===== src/rtl/flash_reader_if.sv =====
// Host-side request/response bundle for flash_reader: one read request with its
// byte address, answered by an ack pulse carrying the data byte.
interface flash_reader_if;
    logic        req;
    logic [15:0] addr;
    logic        ack;
    logic [7:0]  data;
    logic        busy;

    modport master (output req, output addr, input ack, input data, input busy);
    modport slave  (input req, input addr, output ack, output data, output busy);
endinterface


===== src/rtl/flash_reader.sv =====
// SPI flash byte reader: issues READ (0x03) + 24-bit address in SPI mode 0 and
// keeps CS low afterwards so that the next consecutive byte streams with no command.
module flash_reader #(
    parameter int unsigned SCK_DIV      = 2,
    parameter logic [23:0] BASE_ADDR    = 24'h100000,
    parameter int unsigned CS_HIGH_MIN  = 4,
    parameter int unsigned HOLD_TIMEOUT = 64
) (
    input  logic          clk,
    input  logic          rst,
    flash_reader_if.slave host,
    output logic          flash_cs,
    output logic          flash_sclk,
    output logic          flash_mosi,
    input  logic          flash_miso
);
    localparam logic [7:0]  READ_CMD  = 8'h03;
    localparam logic [7:0]  DIV_LAST  = 8'(SCK_DIV - 1);
    localparam logic [15:0] HOLD_LAST = 16'(HOLD_TIMEOUT - 1);
    localparam logic [15:0] CS_LAST   = 16'(CS_HIGH_MIN - 1);

    typedef enum logic [2:0] {IDLE, CMD, ADDR, DATA, HOLD, CSWAIT} state_t;

    state_t      state_reg, state_next;
    logic [7:0]  div_cnt_reg, div_cnt_next;
    logic [4:0]  bit_cnt_reg, bit_cnt_next;
    logic [31:0] shift_out_reg, shift_out_next;
    logic [6:0]  shift_in_reg, shift_in_next;
    logic [15:0] addr_reg, addr_next;
    logic [15:0] last_addr_reg, last_addr_next;
    logic [15:0] wait_cnt_reg, wait_cnt_next;
    logic        to_idle_reg, to_idle_next;
    logic        ack_reg, ack_next;
    logic [7:0]  data_reg, data_next;
    logic        cs_reg, cs_next;
    logic        sclk_reg, sclk_next;
    logic        mosi_reg, mosi_next;

    logic [15:0] start_addr;
    logic [31:0] start_word;
    logic        sequential;
    logic        half_end;
    logic [7:0]  sampled;
    logic [4:0]  field_last;

    // A command starts either straight from IDLE (live address) or after CSWAIT (captured one).
    assign start_addr = (state_reg == IDLE) ? host.addr : addr_reg;
    assign start_word = {READ_CMD, BASE_ADDR + {8'h00, start_addr}};
    // 17-bit compare so that 0xFFFF -> 0x0000 never counts as consecutive.
    assign sequential = ({1'b0, host.addr} == ({1'b0, last_addr_reg} + 17'd1));
    assign half_end   = (div_cnt_reg == DIV_LAST);
    assign sampled    = {shift_in_reg, flash_miso};
    assign field_last = (state_reg == ADDR) ? 5'd23 : 5'd7;

    always_ff @(posedge clk or negedge rst) begin
        if (!rst) begin
            state_reg     <= IDLE;
            div_cnt_reg   <= '0;
            bit_cnt_reg   <= '0;
            shift_out_reg <= '0;
            shift_in_reg  <= '0;
            addr_reg      <= '0;
            last_addr_reg <= '0;
            wait_cnt_reg  <= '0;
            to_idle_reg   <= 1'b0;
            ack_reg       <= 1'b0;
            data_reg      <= '0;
            cs_reg        <= 1'b1;
            sclk_reg      <= 1'b0;
            mosi_reg      <= 1'b0;
        end else begin
            state_reg     <= state_next;
            div_cnt_reg   <= div_cnt_next;
            bit_cnt_reg   <= bit_cnt_next;
            shift_out_reg <= shift_out_next;
            shift_in_reg  <= shift_in_next;
            addr_reg      <= addr_next;
            last_addr_reg <= last_addr_next;
            wait_cnt_reg  <= wait_cnt_next;
            to_idle_reg   <= to_idle_next;
            ack_reg       <= ack_next;
            data_reg      <= data_next;
            cs_reg        <= cs_next;
            sclk_reg      <= sclk_next;
            mosi_reg      <= mosi_next;
        end
    end

    always_comb begin
        state_next     = state_reg;
        div_cnt_next   = div_cnt_reg;
        bit_cnt_next   = bit_cnt_reg;
        shift_out_next = shift_out_reg;
        shift_in_next  = shift_in_reg;
        addr_next      = addr_reg;
        last_addr_next = last_addr_reg;
        wait_cnt_next  = wait_cnt_reg;
        to_idle_next   = to_idle_reg;
        ack_next       = 1'b0;
        data_next      = data_reg;
        cs_next        = cs_reg;
        sclk_next      = sclk_reg;
        mosi_next      = mosi_reg;

        unique case (state_reg)
            IDLE: begin
                if (host.req) begin
                    addr_next      = host.addr;
                    state_next     = CMD;
                    cs_next        = 1'b0;
                    sclk_next      = 1'b0;
                    div_cnt_next   = '0;
                    bit_cnt_next   = '0;
                    mosi_next      = start_word[31];
                    shift_out_next = {start_word[30:0], 1'b0};
                end
            end

            CMD, ADDR, DATA: begin
                if (!half_end) begin
                    div_cnt_next = div_cnt_reg + 8'd1;
                end else begin
                    div_cnt_next = '0;
                    if (!sclk_reg) begin
                        sclk_next = 1'b1;
                    end else begin
                        // End of the high half: sample MISO, start the next low half.
                        sclk_next      = 1'b0;
                        shift_in_next  = sampled[6:0];
                        bit_cnt_next   = bit_cnt_reg + 5'd1;
                        mosi_next      = shift_out_reg[31];
                        shift_out_next = {shift_out_reg[30:0], 1'b0};
                        if (bit_cnt_reg == field_last) begin
                            bit_cnt_next = '0;
                            if (state_reg == CMD) begin
                                state_next = ADDR;
                            end else if (state_reg == ADDR) begin
                                state_next = DATA;
                            end else begin
                                state_next     = HOLD;
                                ack_next       = 1'b1;
                                data_next      = sampled;
                                mosi_next      = 1'b0;
                                wait_cnt_next  = '0;
                                last_addr_next = addr_reg;
                            end
                        end
                    end
                end
            end

            HOLD: begin
                // The ack cycle still sees the previous request held high; skip it.
                if (host.req && !ack_reg) begin
                    addr_next = host.addr;
                    if (sequential) begin
                        state_next   = DATA;
                        sclk_next    = 1'b0;
                        mosi_next    = 1'b0;
                        div_cnt_next = '0;
                        bit_cnt_next = '0;
                    end else begin
                        state_next    = CSWAIT;
                        cs_next       = 1'b1;
                        wait_cnt_next = '0;
                        to_idle_next  = 1'b0;
                    end
                end else if (wait_cnt_reg == HOLD_LAST) begin
                    state_next    = CSWAIT;
                    cs_next       = 1'b1;
                    wait_cnt_next = '0;
                    to_idle_next  = 1'b1;
                end else begin
                    wait_cnt_next = wait_cnt_reg + 16'd1;
                end
            end

            CSWAIT: begin
                if (wait_cnt_reg == CS_LAST) begin
                    if (to_idle_reg) begin
                        state_next = IDLE;
                    end else begin
                        state_next     = CMD;
                        cs_next        = 1'b0;
                        sclk_next      = 1'b0;
                        div_cnt_next   = '0;
                        bit_cnt_next   = '0;
                        mosi_next      = start_word[31];
                        shift_out_next = {start_word[30:0], 1'b0};
                    end
                end else begin
                    wait_cnt_next = wait_cnt_reg + 16'd1;
                end
            end

            default: state_next = IDLE;
        endcase
    end

    assign host.ack   = ack_reg;
    assign host.data  = data_reg;
    assign host.busy  = (state_reg != IDLE) && (state_reg != HOLD);
    assign flash_cs   = cs_reg;
    assign flash_sclk = sclk_reg;
    assign flash_mosi = mosi_reg;
endmodule

===== src/flat_wrapper.sv =====
// flat-port wrapper written by rule: the top's interface ports become plain ports
module flash_reader_flat 
#(
    parameter int unsigned SCK_DIV      = 2,
    parameter logic [23:0] BASE_ADDR    = 24'h100000,
    parameter int unsigned CS_HIGH_MIN  = 4,
    parameter int unsigned HOLD_TIMEOUT = 64
)
  (clk, rst, flash_cs, flash_sclk, flash_mosi, flash_miso, host_req, host_addr, host_ack, host_data, host_busy);
  flash_reader_if host_i ();
  input  logic clk;
  input  logic rst;
  output logic flash_cs;
  output logic flash_sclk;
  output logic flash_mosi;
  input  logic flash_miso;
  input wire logic [$bits(host_i.req)-1:0] host_req;
  input wire logic [$bits(host_i.addr)-1:0] host_addr;
  output wire logic [$bits(host_i.ack)-1:0] host_ack;
  output wire logic [$bits(host_i.data)-1:0] host_data;
  output wire logic [$bits(host_i.busy)-1:0] host_busy;
  assign host_i.req = host_req;
  assign host_i.addr = host_addr;
  assign host_ack = host_i.ack;
  assign host_data = host_i.data;
  assign host_busy = host_i.busy;
  flash_reader #(.SCK_DIV(SCK_DIV), .BASE_ADDR(BASE_ADDR), .CS_HIGH_MIN(CS_HIGH_MIN), .HOLD_TIMEOUT(HOLD_TIMEOUT)) u_core (.clk(clk), .rst(rst), .host(host_i), .flash_cs(flash_cs), .flash_sclk(flash_sclk), .flash_mosi(flash_mosi), .flash_miso(flash_miso));
endmodule

===== config.mk =====
export PLATFORM = sky130hd
export DESIGN_NAME = flash_reader_flat
export DESIGN_NICKNAME = d
export VERILOG_FILES = /design/src/rtl/flash_reader_if.sv /design/src/rtl/flash_reader.sv /design/src/flat_wrapper.sv
export SDC_FILE = /design/constraint.sdc
export NUM_CORES = 1
export LEC_CHECK = 0
export ABC_AREA = 1
export CORE_UTILIZATION = 30
export DETAILED_ROUTE_END_ITERATION = 6
export GPL_ROUTABILITY_DRIVEN = 0
export GPL_TIMING_DRIVEN = 0
export PLACE_DENSITY = 0.51
export RECOVER_POWER = 50
export SYNTH_ARGS = -nofsm -noshare
export SYNTH_HDL_FRONTEND = slang
export SYNTH_SLANG_ARGS = --single-unit

===== constraint.sdc =====
create_clock -name clk -period 2.5 [get_ports clk]
set_input_delay 0.25 -clock clk [delete_from_list [all_inputs] [get_ports clk]]
set_output_delay 0.25 -clock clk [all_outputs]
set_load 0.03 [all_outputs]

# [Word level (Yosys, flattened, before mapping)]
# Cells that the tools add are included.
[word_totals] reg_bits=116 in_bits=20 out_inout_bits=13 wordCells=144
[classes] n_addsub=5 n_eq_ne=25 n_mux=75 n_bitwise=2 reduce_logical=23
[ops] cell="two-way mux 16 bit" n=12
[ops] cell="two-way mux 32 bit" n=5
[ops] cell="one-hot mux 32 bit (3 select lines)" n=1
[ops] cell="two-way mux 8 bit" n=6
[ops] cell="one-hot mux 16 bit (3 select lines)" n=1
[ops] cell="two-way mux 5 bit" n=9
[ops] cell="one-hot mux 16 bit (2 select lines)" n=1
[ops] cell="one-hot mux 8 bit (4 select lines)" n=1
[ops] cell="two-way mux 3 bit" n=10
[ops] cell="AND reduction 6 bit" n=5
[ops] cell="two-way mux 1 bit" n=24
[ops] cell="adder 21 x 16 -> 22 bit (first input constant)" n=1
[ops] cell="one-hot mux 5 bit (4 select lines)" n=1
[ops] cell="adder 16 x 1 -> 17 bit (second input constant)" n=1
[ops] cell="equality test 16 x 17 -> 1 bit" n=1
[ops] cell="adder 16 x 1 -> 16 bit (second input constant)" n=1
[ops] cell="equality test 16 x 2 -> 1 bit (second input constant)" n=1
[ops] cell="equality test 16 x 6 -> 1 bit (second input constant)" n=1
[ops] cell="AND reduction 8 bit" n=2
[ops] cell="inequality test 2 x 1 -> 1 bit (second input constant)" n=6
[ops] cell="inequality test 2 bit (second input constant)" n=6
[ops] cell="one-hot mux 3 bit (4 select lines)" n=1
[ops] cell="nonzero test 3 bit" n=4
[ops] cell="AND reduction 3 bit" n=3
[ops] cell="19 further kinds" n=26

# [Longest topological paths before layout]
# Gate-level depths: netlist (run 1).
[depth] depth_word=7 depth_mapped=15

# [Worst setup path after synthesis (run 1)]
# OpenSTA, ideal clock, no wires.
[synth_timing] path_kind="reg-to-reg" from="register u_core.last_addr_reg[0]" to="register u_core.div_cnt_reg[3]" setup_time_ps=132 arrival_ps=1837 required_time_ps=2368 setup_slack_ps=531 path_stages_with_launch=14 path_cell_list="dfrtp_1 ha_1 nand2_2 nor2_8 nand2_1 nor2_1 xnor2_1 nand2_1 nor2_2 nand2_2 nand2_4 nand2_2 nand2_1 o21ai_1"
[synth_via] elab_chain_len=4
[synth_lines] element="start: declaration" line_no="flash_reader.sv:30" text="logic [15:0] last_addr_reg, last_addr_next;"
[synth_lines] element="start signal: assignment" line_no="flash_reader.sv:78" text="last_addr_reg <= last_addr_next;"
[synth_lines] element="adder 16 x 1 -> 17 bit" line_no="flash_reader.sv:50" text="assign sequential = ({1'b0, host.addr} == ({1'b0, last_addr_reg} + 17'd1));"
[synth_lines] element="equality test 16 x 17 -> 1 bit" line_no="flash_reader.sv:50"
[synth_lines] element="inequality test 2 x 1 -> 1 bit (no line)"
[synth_lines] element="AND reduction 6 bit (no line)"
[synth_lines] element="end signal: assignment" line_no="flash_reader.sv:73" text="div_cnt_reg <= div_cnt_next;"
[synth_lines] element="end: declaration" line_no="flash_reader.sv:25" text="logic [7:0] div_cnt_reg, div_cnt_next;"
# Every way passes these cells.
# A chain may end at the register's enable or synchronous reset.

# [Final worst setup path (run 1)]
[layout_timing] from="register u_core.last_addr_reg[1]" to="register u_core.div_cnt_reg[5]"
# The elaborated chain is that of the path after synthesis.

==> flow_metrics.env, run 1 <==
export IMPL_drt_iter0_markers=341
export IMPL_synthesis_nets=840
export IMPL_start_kind="flop"
export IMPL_ys_seq_elements=115
export IMPL_portBuffers=32
export IMPL_critPathArrivalTime_ps=2590
export IMPL_rsz0062_at_grt="no"
export IMPL_postCtsSetupBuffers=0
export IMPL_grt_pass1_vias=5122
export IMPL_dp_cells=1118
export IMPL_core_um2=20300
export IMPL_cp_required_ps=2780
export IMPL_hold_ws_ps=409
export IMPL_clock_latency_ps=420
export IMPL_drv_cap=0
export IMPL_synth_edff_count=0
export IMPL_fin_crit_ps=2310
export IMPL_path_class="flop to flop"
export IMPL_p_per_area_nw_per_um2=612
export IMPL_fin_ws_ps=194
export IMPL_cts_tree="done"
export IMPL_stdcell_count=1151
export IMPL_synth_distinct_cells=40
export IMPL_die_y_um=146
export IMPL_gr_total_overflow=0
export IMPL_setup_viol=0
export IMPL_irDropWorstVdd_mv=0.395
export IMPL_ant_nets=0
export IMPL_viasPerCell=4.62
export IMPL_ctsRootBufferMaster="clkbuf_16"
export IMPL_antenna_found_initial=0
export IMPL_fmax_ghz=0.434
export IMPL_grt_pass1_wl_um=27000
export IMPL_final_setup_tns_ps=0
export IMPL_finalHoldViolCount=0
export IMPL_avgSynthCellArea_um2=7.65
export IMPL_cts_sinks=115
export IMPL_synth_area_um2=6240
export IMPL_fin_crit_sh_pct=92.2
export IMPL_final_cell_mix="nand2_1 (255), dfrtp_1 (113), o21ai_0 (89)"
export IMPL_fillers=2116
export IMPL_layout_commonest_cell="nand2_1"
export IMPL_async_flop_share_pct=100
export IMPL_drc_errors=0
export IMPL_htree_levels=4
export IMPL_status="complete, no violations"
export IMPL_rows=52
export IMPL_yosysWarningCount=0
export IMPL_track_usage_pct=16.1
export IMPL_slew_viol_final=0
export IMPL_dr_total_vias=5315
export IMPL_dp_hpwl_um=11100
export IMPL_grt_max_degree=94
export IMPL_seq_area_frac_synth_pct=46.2
export IMPL_hold_class="input port to flop"
export IMPL_wl_per_cell_um=13.7
export IMPL_cts_made_buffers=17
export IMPL_synth_ff_type="dfrtp_1"
export IMPL_path_max_fanout=10
export IMPL_detailedPlace_worstSlack_ps=56.1
export IMPL_p_leak_uw=0.00345
export IMPL_synth_cells=815
export IMPL_clockBufferDepth=2
export IMPL_ios=33
export IMPL_dieArea_um2=21400
export IMPL_die_w_um=146
export IMPL_synthToLayoutAreaGrowth_pct=21.4
export IMPL_slew_headroom_pct=2.91
export IMPL_end_kind="flop"
export IMPL_routed_wl_um=15700
export IMPL_clk_pin_slew_ps=60
export IMPL_drive_above_1_share_pct=11.5
export IMPL_final_nets=893
export IMPL_fin_skew_ps=11.7
export IMPL_largest_reg_flops=31
export IMPL_diodes=0
export IMPL_start_util_pct=30.7
export IMPL_worst_pin_slew_ps=1460
export IMPL_dr_pass1_iters=5
[final cells by class]
class / instances / area, um^2 / area share [%]
well taps: 270 / 338 / 4.46
clock inverters: 13 / 175 / 2.31
multi-input cells: 584 / 2920 / 38.6
inverters: 92 / 345 / 4.56
plain buffers: 24 / 118 / 1.55
clock buffers: 19 / 443 / 5.85
repair buffers: 34 / 352 / 4.64
flip-flops and latches: 115 / 2880 / 38.0
[what timing repair did]
| item | CTS | global route |
|---|---|---|
| hold buffers | 1 | 0 |
| endpoints found under the hold margin | 22 | 0 |
| endpoints found under the setup margin | 0 | 44 |
| resized for setup | 0 | 14 |
[cell families (layout without fill, tap and decap cells)]
group / after synthesis / in the layout / synth area share (%)
buf+inv: 116 / 182 / 7.34
flops: 115 / 115 / 46.2
compound gates: 137 / 137 / 11.6
xor+xnor: 20 / 20 / 2.81
simple gates: 422 / 422 / 31.1
fa+ha+maj: 5 / 5 / 1.00
[power breakdown]
part,switching [uW],total [uW],internal (uW)
Combinational,99.3,157,57.5
Clock,969,2580,1610
Sequential,7.42,1900,1890
Total,1080,4630,3560
[Yosys cell counts (2+ instances only)]
cell / number / area (um^2)
nor2_2: 8 / 50.1
nand3_1: 47 / 235
a21oi_1: 18 / 90.1
nor2_8: 2 / 40.0
ha_1: 5 / 62.6
nor2_4: 2 / 22.5
inv_2: 6 / 22.5
xor2_1: 13 / 114
nor2_1: 44 / 165
nand4_1: 18 / 113
xnor2_1: 7 / 61.3
or2_2: 2 / 12.5
nand2_4: 3 / 33.8
o21bai_2: 2 / 22.5
nand2_2: 22 / 138
o21ai_1: 15 / 75.1
o21ai_0: 89 / 445
inv_1: 85 / 319
buf_2: 5 / 25.0
nor3_1: 6 / 30.0
dfrtp_1: 114 / 2850
nand3_4: 2 / 35.0
nor4_1: 2 / 12.5
nand2_1: 255 / 957
o22ai_1: 9 / 56.3
nand3b_1: 3 / 22.5
clkbuf_1: 18 / 67.6
[critical path: stages (launching register included)]
cell,delay [ps]
dfrtp_1,400
ha_2,220
nand2_2,100
nor2_8,180
nand2_1,130
nor2_1,170
xnor2_1,130
nand2_1,100
nor2_4,180
nand2_2,100
nand2_4,130
nand2_2,150
nand2_1,90
o21ai_1,60
[metrics by stage]
step	util, %	cell area, um^2	total power (uW)
finish	37.3	7570	4630
floorplan	-	6240	1990
detailed placement	34.1	6920	2090
global route	37.3	7570	4800
CTS	37.2	7550	4700
global placement	34.0	6900	2080
[routing by layer]
layer  global-route usage, %  routed length [um]
met2                    24.4                7100
met4                    4.95                 204
met5                       0                   0
met3                    4.13                 596
met1                    22.3                7830
[path summary, 6_finish.rpt]
check,end,slack (ps),startpoint,cells after the start
setup / recovery,u_core.div_cnt_reg[5],190,u_core.last_addr_reg[1],13
max in group asynchronous,u_core.shift_out_reg[19],670,rst,3
hold reg to reg,u_core.flash_mosi,480,u_core.flash_mosi,2
setup reg to reg,u_core.div_cnt_reg[5],190,u_core.last_addr_reg[1],13
min in group asynchronous,u_core.wait_cnt_reg[8],710,rst,2
hold / removal,u_core.host.data[0],410,flash_miso,3
No activity file was read; power rests on OpenSTA's default activity.
==> run 2: changes to the inputs <==
==> constraint.sdc (replaced) <==
create_clock -name clk -period 2.5 [get_ports clk]
set_input_delay 0.75 -clock clk [delete_from_list [all_inputs] [get_ports clk]]
set_output_delay 0.75 -clock clk [all_outputs]
set_load 0.03 [all_outputs]
==> run 2 against run 1 <==
  * Final cell count about the same
  * Wire length barely moved
  * Global-route usage unchanged
  * Via count decreased by 0.24%
  * Critical endpoint is now flash_cs
  * Highest routed layer unchanged
==> flow_metrics.env, run 2 (synthesis gave the netlist of run 1 again) <==
export IMPL_die_w_um=146
export IMPL_die_y_um=146
export IMPL_holdCritStartpoint="u_core.flash_mosi"
export IMPL_path_buf_inv=1
export IMPL_portBuffers=32
export IMPL_whs_endpoint="u_core.flash_mosi"
export IMPL_postCtsSetupBuffers=0
export IMPL_grt_pass1_wl_um=27000
export IMPL_switching_share_pct=23.2
export IMPL_drt_iter0_markers=329
export IMPL_wl_per_cell_um=13.7
export IMPL_grt_max_degree=94
export IMPL_gr_total_overflow=0
export IMPL_pwr_share_comb_pct=3.4
export IMPL_status="complete, no violations"
export IMPL_path_class="flop to primary output"
export IMPL_cts_made_buffers=17
export IMPL_irDropWorstVdd_mv=0.392
export IMPL_layout_commonest_cell="nand2_1"
export IMPL_end_kind="primary output"
export IMPL_reg2reg_depth=13
export IMPL_core_um2=20300
export IMPL_detailedPlace_worstSlack_ps=-295
export IMPL_wl_met1_um=7990
export IMPL_p_int_uw=3560
export IMPL_cp_required_ps=1750
export IMPL_dieArea_um2=21400
export IMPL_pwr_share_clk_pct=55.7
export IMPL_min_path_cells=2
export IMPL_start_kind="flop"
export IMPL_crit_chain="clkdlybuf4s50_1"
export IMPL_dr_total_vias=5302
export IMPL_track_usage_pct=16.1
export IMPL_ctsRootBufferMaster="clkbuf_16"
export IMPL_viasPerCell=4.61
export IMPL_clock_latency_ps=420
export IMPL_final_cell_mix="nand2_1 (255), dfrtp_1 (113), o21ai_0 (89)"
export IMPL_start_util_pct=30.7
export IMPL_fin_area_um2=7560
export IMPL_max_stage_delay_ps=670
export IMPL_p_per_area_nw_per_um2=612
export IMPL_fin_crit_ps=2380
export IMPL_rows=52
export IMPL_routed_top_layer="met4"
export IMPL_power_frac_seq_pct=40.9
export IMPL_worst_pin_slew_ps=1450
export IMPL_timing_rr_end="u_core.div_cnt_reg[5]"
export IMPL_routed_wl_um=15700
export IMPL_setup_viol=0
export IMPL_clockBufferDepth=2
export IMPL_cts_sinks=115
export IMPL_ios=33
export IMPL_diodes=0
export IMPL_cts_tree="done"
export IMPL_finalHoldViolCount=0
export IMPL_antenna_found_initial=0
export IMPL_largest_reg_flops=31
export IMPL_path_max_fanout=2
export IMPL_synthToLayoutAreaGrowth_pct=21.2
export IMPL_htree_levels=4
export IMPL_hold_class="flop to flop"
export IMPL_fin_crit_sh_pct=95.2
export IMPL_crit_path_top_delay_cell="clkdlybuf4s50_1"
export IMPL_final_setup_tns_ps=0
export IMPL_critPathArrivalTime_ps=1630
export IMPL_clk_pin_slew_ps=60
export IMPL_r2r_start="u_core.last_addr_reg[1]"
export IMPL_fin_skew_ps=11.7
export IMPL_ant_nets=0
export IMPL_dp_hpwl_um=11100
export IMPL_cts_hold_buf=0
export IMPL_drive_above_1_share_pct=11.5
export IMPL_grt_pass1_vias=5122
export IMPL_drv_cap=0
export IMPL_dp_cells=1118
export IMPL_stdcell_count=1150
export IMPL_cp_top_family="buffers and inverters"
export IMPL_placed_area_um2=6920
export IMPL_switchingPower_uw=1070
export IMPL_drc_errors=0
export IMPL_rsz0062_at_grt="no"
export IMPL_slew_viol_final=0
export IMPL_p_leak_uw=0.00343
export IMPL_fmax_ghz=0.420
export IMPL_wl_met3_um=465
export IMPL_r2r_slack_ps=200
export IMPL_slew_headroom_pct=3.60
export IMPL_final_nets=892
export IMPL_dr_pass1_iters=5
export IMPL_fin_ws_ps=120
export IMPL_met2WireLength_um=7060
==> run 2: how the worst max path moves through the flow <==
stage          slack (ps)  cells past startpoint                    start                        to
2_1_floorplan         530                     13  u_core.last_addr_reg[0]     u_core.div_cnt_reg[3]
3_3_place_gp        -4280                      1                      rst     u_core.div_cnt_reg[3]
3_5_place_dp         -290                     13            host_addr[11]     u_core.div_cnt_reg[6]
4_1_cts                40                      8      u_core.state_reg[0]        u_core.addr_reg[4]
5_1_grt                 5                     10    u_core.div_cnt_reg[1]  u_core.shift_out_reg[25]
6_report              120                      1          u_core.flash_cs                  flash_cs
==> run 2: per-layer routing <==
layer / vias up / track usage (%)
met4: 0 / 4.95
met3: 12 / 4.13
li1: 2727 / -
met1: 2486 / 22.3
met2: 77 / 24.4
met5: - / 0
==> run 2: stage by stage <==
step                power, uW  hold WS, ps  util (%)
finish                   4630          476      37.2
global route             4800          499      37.2
CTS                      4690          185      37.1
detailed placement       2090          470      34.1
global placement         2080          465      34.0
floorplan                1990          453         -
==> run 2: final cells by class <==
cell class / instances / area [um^2]
clock inverter: 13 / 175
fill: 2116 / 12700
multi-input combinational: 584 / 2920
timing repair buffer: 33 / 340
tap: 270 / 338
inverter: 92 / 345
clock buffer: 19 / 443
sequential: 115 / 2880
buffer: 24 / 118
==> run 2: power groups by stage <==
stage	registers, uW	clock network, uW	logic (uW)
floorplan	1930	0	59.2
global placement	1930	0	155
detailed placement	1930	0	161
CTS	1900	2640	162
global route	1900	2720	181
finish	1900	2580	156
==> run 2: repair_timing <==
action                                  in CTS  in global routing
resized for setup                            1                 14
endpoints found under the setup margin       1                 44
hold endpoints to repair                     0                  0
==> run 3: changes to the inputs <==
Settings changed: DONT_BUFFER_PORTS set to 1, PLACE_DENSITY 0.51 to 0.49.
==> run 3 against run 2 <==
  * Fmax increased by 1.2%
  * Total power fell by 6.1%
  * Clock power shrank 8%
  * Via count decreased by 2.3%
  * Clock skew is 0.94 ps lower
  * Combinational power decreased by 52%
  * Final cell count decreased by 2.7%
  * Non-clock buffer count down 30
  * Global-route usage barely moved
  * Flip-flop and latch count unchanged
  * Clock-buffer cell count did not move
  * Worst hold slack lost 430 ps
  * Largest power group unchanged
  * Highest routed layer unchanged
==> flow_metrics.env, run 3 (synthesis gave the netlist of run 1 again) <==
export IMPL_die_y_um=146
export IMPL_start_util_pct=30.7
export IMPL_layout_commonest_cell="nand2_1"
export IMPL_status="complete, no violations"
export IMPL_r2r_start="u_core.last_addr_reg[0]"
export IMPL_drv_cap=0
export IMPL_cts_tree="done"
export IMPL_crit_top_cell="nand2_1"
export IMPL_ios=33
export IMPL_fin_crit_sh_pct=94.1
export IMPL_p_per_area_nw_per_um2=604
export IMPL_irDropWorstVdd_mv=0.444
export IMPL_htree_levels=4
export IMPL_clock_latency_ps=410
export IMPL_fmax_ghz=0.425
export IMPL_slew_viol_final=0
export IMPL_setup_viol=0
export IMPL_track_usage_pct=16.1
export IMPL_fin_ws_ps=147
export IMPL_grt_pass1_wl_um=26900
export IMPL_grt_max_degree=116
export IMPL_gr_total_overflow=0
export IMPL_cts_hold_buf=0
export IMPL_cts_made_buffers=17
export IMPL_path_class="flop to flop"
export IMPL_max_stage_delay_ps=420
export IMPL_path_buf_inv=0
export IMPL_portBuffers=0
export IMPL_critPathArrivalTime_ps=2650
export IMPL_ctsRootBufferMaster="clkbuf_16"
export IMPL_grt_pass1_vias=5259
export IMPL_drc_errors=0
export IMPL_fin_crit_ps=2350
export IMPL_largest_reg_flops=31
export IMPL_drive_above_1_share_pct=12.0
export IMPL_dp_hpwl_um=11100
export IMPL_antenna_found_initial=0
export IMPL_hold_class="input port to asynchronous set/reset pin"
export IMPL_routed_wl_um=15900
export IMPL_final_cell_mix="nand2_1 (255), dfrtp_1 (113), o21ai_0 (89)"
export IMPL_slew_headroom_pct=53.6
export IMPL_die_w_um=146
export IMPL_rows=52
export IMPL_cp_top_family="simple AND/OR/NAND/NOR gates"
export IMPL_dr_total_vias=5179
export IMPL_dr_pass1_iters=6
export IMPL_clk_pin_slew_ps=60
export IMPL_synthToLayoutAreaGrowth_pct=15.5
export IMPL_detailedPlace_worstSlack_ps=-28.2
export IMPL_wl_per_cell_um=14.2
export IMPL_end_kind="flop"
export IMPL_final_nets=862
export IMPL_hold_ws_ps=41.2
export IMPL_diodes=0
export IMPL_ant_nets=0
export IMPL_worst_pin_slew_ps=696
export IMPL_cts_sinks=115
export IMPL_core_um2=20300
export IMPL_drt_iter0_markers=375
export IMPL_p_leak_uw=0.00330
export IMPL_dieArea_um2=21400
export IMPL_finalHoldViolCount=0
export IMPL_viasPerCell=4.63
export IMPL_path_max_fanout=10
export IMPL_start_kind="flop"
export IMPL_crit_path_top_delay_cell="dfrtp_2"
export IMPL_cp_required_ps=2790
export IMPL_cp_startpoint="u_core.last_addr_reg[0]"
export IMPL_clockBufferDepth=2
export IMPL_fin_skew_ps=10.8
export IMPL_crit_chain="ha_2, nand2_2, nor2_8, nand2_1, nor2_1, xnor2_1, nand2_1, nor2_4, nand2_2, nand2_4, nand3_2, nand2_1, nand2_1"
export IMPL_design_power_total_uw=4350
run 3: cell count changes in the layout (fill, tap and decap cells not counted), sizes merged, moves of 2 or more:
cell	previous run	this run
clkdlybuf4s50	30	0
buf	7	10
clkbuf	38	36
inv	95	93
run 3: worst paths after layout:
path                                                  to  slack (ps)  depth (start not counted)
worst max-delay path               u_core.bit_cnt_reg[3]         150                         13
worst min-delay path              u_core.wait_cnt_reg[9]          40                          0
worst max register to register     u_core.bit_cnt_reg[3]         150                         13
worst min register to register  u_core.shift_out_reg[31]         480                          2
max in group asynchronous                u_core.flash_cs        2250                          0
min in group clk                     u_core.addr_reg[13]         460                          2
run 3: report_power, final:
group / internal (uW) / total (uW) / switching [uW]
Sequential: 1890 / 1900 / 7.53
Clock: 1490 / 2380 / 889
Combinational: 27.4 / 74.2 / 46.8
run 3: layer usage:
metal	wire (um)	GRT usage [%]	part of all wire (%)	vias up
met5	0	0	0	-
met4	167	4.69	1.0	0
met2	7490	26.5	47	76
met3	590	4.19	3.7	8
met1	7690	20.7	48	2436
li1	-	-	-	2659
run 3: worst register-to-register path: stages (launching register included):
cell and delay, ps:
dfrtp_2 420, ha_2 220, nand2_2 110, nor2_8 180, nand2_1 120, nor2_1 170
xnor2_1 140, nand2_1 110, nor2_4 190, nand2_2 100, nand2_4 140, nand3_2 170
nand2_1 100, nand2_1 60
run 3: cell type report:
| cell class | instances | area, um^2 |
|---|---|---|
| Fill cell | 2191 | 13100 |
| Multi-Input combinational cell | 584 | 2920 |
| Sequential cell | 115 | 2880 |
| Clock buffer | 19 | 443 |
| Inverter | 92 | 345 |
| Tap cell | 270 | 338 |
| Clock inverter | 12 | 133 |
| Buffer | 24 | 119 |
| Timing Repair Buffer | 3 | 22.5 |
run 3: what timing repair did:
action                                  CTS  global route
resized for setup                         2            13
endpoints found under the setup margin   14            74
setup buffers                             0             3
pin swaps                                 0             1
cloned                                    0             0
hold endpoints to repair                  0             0
run 3: stage by stage:
step / instances / TNS [ps] / utilization [%] / cell area (um^2)
CTS: 1116 / 0 / 35.2 / 7150
finish: 1119 / 0 / 35.5 / 7200
detailed placement: 1085 / -147 / 32.4 / 6580
global route: 1119 / -91.4 / 35.5 / 7200
global placement: 1085 / -162 / 32.4 / 6580
floorplan: 815 / 0 / - / 6240
